`config.mk`:
```
export PLATFORM = sky130hd
export DESIGN_NAME = axis_hist_tx
export DESIGN_NICKNAME = d
export VERILOG_FILES = /design/src/rtl/axis_hist_tx.sv
export SDC_FILE = /design/constraint.sdc
export NUM_CORES = 1
export LEC_CHECK = 0
export ABC_AREA = 1
export BUFFER_PORTS_ARGS = -buffer_cell sky130_fd_sc_hd__clkbuf_2
export CORE_UTILIZATION = 35
export CTS_CLUSTER_DIAMETER = 150
export DETAILED_ROUTE_END_ITERATION = 10
export PLACE_DENSITY = 0.62
export SYNTH_ARGS = -nofsm -noshare
export SYNTH_HDL_FRONTEND = slang
export SYNTH_SLANG_ARGS = --single-unit
```
`constraint.sdc`:
```
create_clock -name aclk -period 2.3 [get_ports aclk]
set_input_delay 0.46 -clock aclk [delete_from_list [all_inputs] [get_ports aclk]]
set_output_delay 0.46 -clock aclk [all_outputs]
set_load 0.005 [all_outputs]
```
`src/rtl/axis_hist_tx.sv`:
```
// Streaming 8-bin histogram: counts each sample, forwards a tagged packet, and dumps per-bin
// summaries on request. Define HIST_SAT_EN for saturating counters with sticky sat_o.
module axis_hist_tx #(
  parameter logic [11:0] BASE_ADDR  = 12'h020,
  parameter logic [11:0] BIN_STRIDE = 12'h020
) (
  input  logic        aclk,
  input  logic        aresetn,
  input  logic [7:0]  s_axis_tdata,
  input  logic        s_axis_tvalid,
  output logic        s_axis_tready,
  output logic [31:0] m_axis_tdata,
  output logic        m_axis_tvalid,
  input  logic        m_axis_tready,
  input  logic        dump_req,
  output logic        dump_done,
  output logic        busy,
  output logic        sat_o
);

  typedef enum logic [0:0] {StRun, StDump} state_e;

  state_e      state_q, state_d;
  logic [7:0]  cnt_q [8];
  logic [7:0]  cnt_d [8];
  logic        pending_q, pending_d;
  logic [2:0]  beat_q, beat_d;
  logic [31:0] tdata_q, tdata_d;
  logic        tvalid_q, tvalid_d;
  logic        done_q, done_d;
  logic        sat_q, sat_d;

  logic        out_free;
  logic        accept;
  logic [2:0]  sample_idx;
  logic [7:0]  inc_cnt;
  logic [2:0]  next_beat;

  function automatic logic [11:0] bin_addr(input logic [2:0] idx);
    bin_addr = BASE_ADDR + BIN_STRIDE * {9'd0, idx};
  endfunction

  // Output register can take a new word when empty or being drained this cycle.
  assign out_free      = !tvalid_q || m_axis_tready;
  assign s_axis_tready = (state_q == StRun) && !pending_q && out_free;
  assign accept        = s_axis_tready && s_axis_tvalid;
  assign sample_idx    = s_axis_tdata[7:5];
  assign next_beat     = beat_q + 3'd1;

`ifdef HIST_SAT_EN
  assign inc_cnt = (cnt_q[sample_idx] == 8'hFF) ? 8'hFF : cnt_q[sample_idx] + 8'd1;
`else
  assign inc_cnt = cnt_q[sample_idx] + 8'd1;
`endif

  always_comb begin
    state_d   = state_q;
    cnt_d     = cnt_q;
    pending_d = pending_q;
    beat_d    = beat_q;
    tdata_d   = tdata_q;
    tvalid_d  = tvalid_q;
    done_d    = 1'b0;
    sat_d     = sat_q;

    if (tvalid_q && m_axis_tready) begin
      tvalid_d = 1'b0;
    end

    unique case (state_q)
      StRun: begin
        if (dump_req) begin
          pending_d = 1'b1;
        end
        if (accept) begin
          cnt_d[sample_idx] = inc_cnt;
          tdata_d  = {4'b0000, inc_cnt, bin_addr(sample_idx), s_axis_tdata};
          tvalid_d = 1'b1;
`ifdef HIST_SAT_EN
          if (inc_cnt == 8'hFF) begin
            sat_d = 1'b1;
          end
`endif
        end else if (pending_q && out_free) begin
          state_d  = StDump;
          beat_d   = 3'd0;
          tdata_d  = {4'b0010, cnt_q[0], bin_addr(3'd0), 8'h00};
          tvalid_d = 1'b1;
        end
      end
      StDump: begin
        // tvalid_q is always set in this state, so tready alone marks a beat handshake.
        if (m_axis_tready) begin
          if (beat_q == 3'd7) begin
            state_d   = StRun;
            tvalid_d  = 1'b0;
            pending_d = 1'b0;
            done_d    = 1'b1;
            sat_d     = 1'b0;
            for (int i = 0; i < 8; i++) begin
              cnt_d[i] = 8'h00;
            end
          end else begin
            beat_d   = next_beat;
            tdata_d  = {4'b0010, cnt_q[next_beat], bin_addr(next_beat), 8'h00};
            tvalid_d = 1'b1;
          end
        end
      end
      default: state_d = StRun;
    endcase
  end

  always_ff @(posedge aclk) begin
    if (!aresetn) begin
      state_q   <= StRun;
      pending_q <= 1'b0;
      beat_q    <= 3'd0;
      tdata_q   <= 32'h0;
      tvalid_q  <= 1'b0;
      done_q    <= 1'b0;
      sat_q     <= 1'b0;
      for (int i = 0; i < 8; i++) begin
        cnt_q[i] <= 8'h00;
      end
    end else begin
      state_q   <= state_d;
      pending_q <= pending_d;
      beat_q    <= beat_d;
      tdata_q   <= tdata_d;
      tvalid_q  <= tvalid_d;
      done_q    <= done_d;
      sat_q     <= sat_d;
      cnt_q     <= cnt_d;
    end
  end

  assign m_axis_tdata  = tdata_q;
  assign m_axis_tvalid = tvalid_q;
  assign dump_done     = done_q;
  assign busy          = (state_q == StDump) || pending_q;
  assign sat_o         = sat_q;

endmodule

```
==> results_dict.tcl <==
set metrics [dict create \
    seqPwrFrac_pct 44.2 \
    clk_latency_ns 0.36 \
    switching_share_pct 28.9 \
    n_antenna_cell 0 \
    post_cts_resized 0 \
    grt_pass1_wl_um 25800 \
    synthCells 779 \
    fill_cells 1501 \
    dp_hpwl_um 11500 \
    final_util_pct 42.9 \
    start_util_pct 36.2 \
    power.switching_mw 1.10 \
    combPwrFrac_pct 16.2 \
    max_cap_violations 0 \
    ys_seq_area_share_pct 36.4 \
    grt_max_degree 78 \
    cp_common_cell "nand3_1" \
    grt.total_usage_pct 22.6 \
    p_leak_nw 2.48 \
    multiInputGateArea_sq_um 2760 \
    fin_cells 1030 \
    htreeDepth 3 \
    cp.required_ns 2.52 \
    grt_overflow 0 \
    drc 0 \
    clkSlewWorstSetupHoldPaths_ns 0.06 \
    io_pins 50 \
    worstPathMaxFanout 9 \
    wire_per_inst_um 15.9 \
    fin_crit_ns 1.95 \
    die_x_um 122 \
    final_cell_mix "nand2_1, a21oi_1, dfxtp_1" \
    hp-class "in2reg" \
    clock_power_share_pct 39.6 \
    setup_ws_ns 0.353 \
    synthTopCellsByArea "dfxtp_1, nand2_1, a21oi_1" \
    yosysTopAreaCell "dfxtp_1" \
    ys_types 34 \
    synthFlopType "dfxtp_1" \
    critPathLaunchType "input pin" \
    yosys_warnings 0 \
    clock-sinks 92 \
    ant_nets 0 \
    finalPower_mw 3.81 \
    slowest_delay_ns 0.22 \
    postCtsHoldBufs 0 \
    async_flop_share_pct 0 \
    tns_ns 0 \
    rsz0062_at_grt "no" \
    post-route-period-util_pct 84.7 \
    status "complete, no violations" \
    placedCellCount 1014 \
    rows 43 \
    synth-seq-cells 92 \
    ir_drop_v 0.000343 \
    crit_buf_inv 3 \
    grt_pass1_vias 4857 \
    io_buffers 37 \
    synth.cell_area_sq_um 5060 \
    crit_family "simple AND/OR/NAND/NOR gates" \
    die_y_um 122 \
    die_area_sq_um 14900 \
    power_density_nw_per_um2 634 \
    core_sq_um 14000 \
    post-cts-setup-buffers 0 \
    cts-root-buf "clkbuf_16" \
    drt-vias-per-instance 5.26 \
    drt_iter0_drc 550 \
    hold_viol 0 \
    finalSetupViolCount 0 \
    slew_violations 0 \
    numCtsBuffers 9 \
    end_kind "register" \
    max_slew.worst_pin.slew_ns 0.859 \
    ff_latch_area_sq_um 1840 \
    cts-root-to-sink-buffers 2 \
    nets 863 \
    cts_tree "built" \
    gp_congestion 0.907 \
    synth_top_area_share_pct 36.4 \
    syn2layout_area_growth_pct 18.8 \
    slowest_stage "nor2_1" \
    pre_cts_ws_ns -0.00116 \
    timing.fmax_mhz 513 \
    syn_area_per_cell_sq_um 6.49 \
    synth-edff-count 0 \
    antenna_found_initial 0 \
    wirelength_um 16400 \
    slew_headroom_pct 42.5 \
    crit_arrival_ns 2.17 \
    worst-setup-path-type "in2reg" \
    vias 5422 \
    skew_ns 0.00991 \
    cp_cell_sequence "clkbuf_2 > inv_2 > nor2_1 > nand3_1 > nand3_1 > nor2_2 > inv_1 > ha_1 > nand2_1 > nor2_2 > nand3_2 > nand3_1 > a21oi_1" \
    first_pass_iters 6 \
    layout_commonest_cell "nand2_1" \
    drive_above_1_share_pct 16.0 \
    p_int_mw 2.71 \
]
-- cells by family after synthesis --
group / count (synthesis) / synth area share [%]
other: 1 / 0.0741
adders and majority gates: 5 / 1.24
AOI/OAI and AO/OA: 198 / 21.5
and+or+nand+nor: 366 / 30.5
buffers and inverters: 115 / 9.90
xor gates and xnor gates: 2 / 0.346
DFF: 92 / 36.4
-- power groups by stage --
stage / clock, mW / combinational (mW) / sequential (mW)
after CTS: 1.54 / 0.609 / 1.68
after detailed placement: 0 / 0.605 / 1.72
final: 1.51 / 0.616 / 1.68
after global placement: 0 / 0.604 / 1.72
after floorplan: 0 / 0.356 / 1.72
after global routing: 1.60 / 0.677 / 1.69
-- worst min-delay path, cell delays in order --
cell and delay [ns]:
clkbuf_2 0.08, nand2_1 0.05, a21oi_1 0.05
-- worst paths after layout --
check,to,slack (ns),startpoint,depth (start not counted)
worst max-delay path,cnt_q[30]$_SDFFE_PN0P_,0.35,s_axis_tdata[7],13
worst min-delay path,m_axis_tdata[3]$_SDFFE_PN0P_,0.33,s_axis_tdata[3],3
worst max register to register,m_axis_tdata[23]$_SDFFE_PN0P_,0.37,state_q$_SDFF_PN0_,11
worst min register to register,m_axis_tdata[0]$_SDFFE_PN0P_,0.46,m_axis_tdata[0]$_SDFFE_PN0P_,2
-- state kept, by name, indices dropped and copies added (netlist names), named ones only --
signal	count
cnt_q	64
m_axis_tdata	21
beat_q	3
dump_done	1
pending_q	1
state_q	1
-- cells in the mapped netlist (4+ instances only) --
master and instances:
a211oi_1 15, a21oi_1 97, a31oi_1 7, buf_2 8, buf_4 15, clkbuf_1 23, dfxtp_1 92, ha_1 5
inv_1 58, inv_2 5, nand2_1 230, nand2_2 4, nand3_1 69, nor2_1 41, nor2_2 10, o211ai_1 5
o21ai_0 58, o22ai_1 8
-- metal layers --
layer  track usage (%)  share of wire, %  wire length, um  up-vias
li1                  -                 -                -     2691
met1              30.8                44             7250     2476
met2              34.8                45             7400      215
met3              4.17               7.7             1270       40
met4              9.53               2.9              475        0
met5                 0                 0                0        -
-- cell type report --
type,instances,share of cell area (%)
Inverter,67,4.23
Multi-Input combinational cell,583,45.9
Sequential cell,92,30.7
Timing Repair Buffer,92,10.6
Clock inverter,6,1.06
Tap cell,180,3.75
Clock buffer,10,3.81
-- stage by stage --
step,cell area (sq um),hold WS (ns)
2_1_floorplan,5100,0.440
3_3_place_gp,5710,0.448
3_5_place_dp,5710,0.456
4_1_cts,6010,0.333
5_1_grt,6010,0.345
6_report,6010,0.333
No activity file was read; power rests on OpenSTA's default activity.
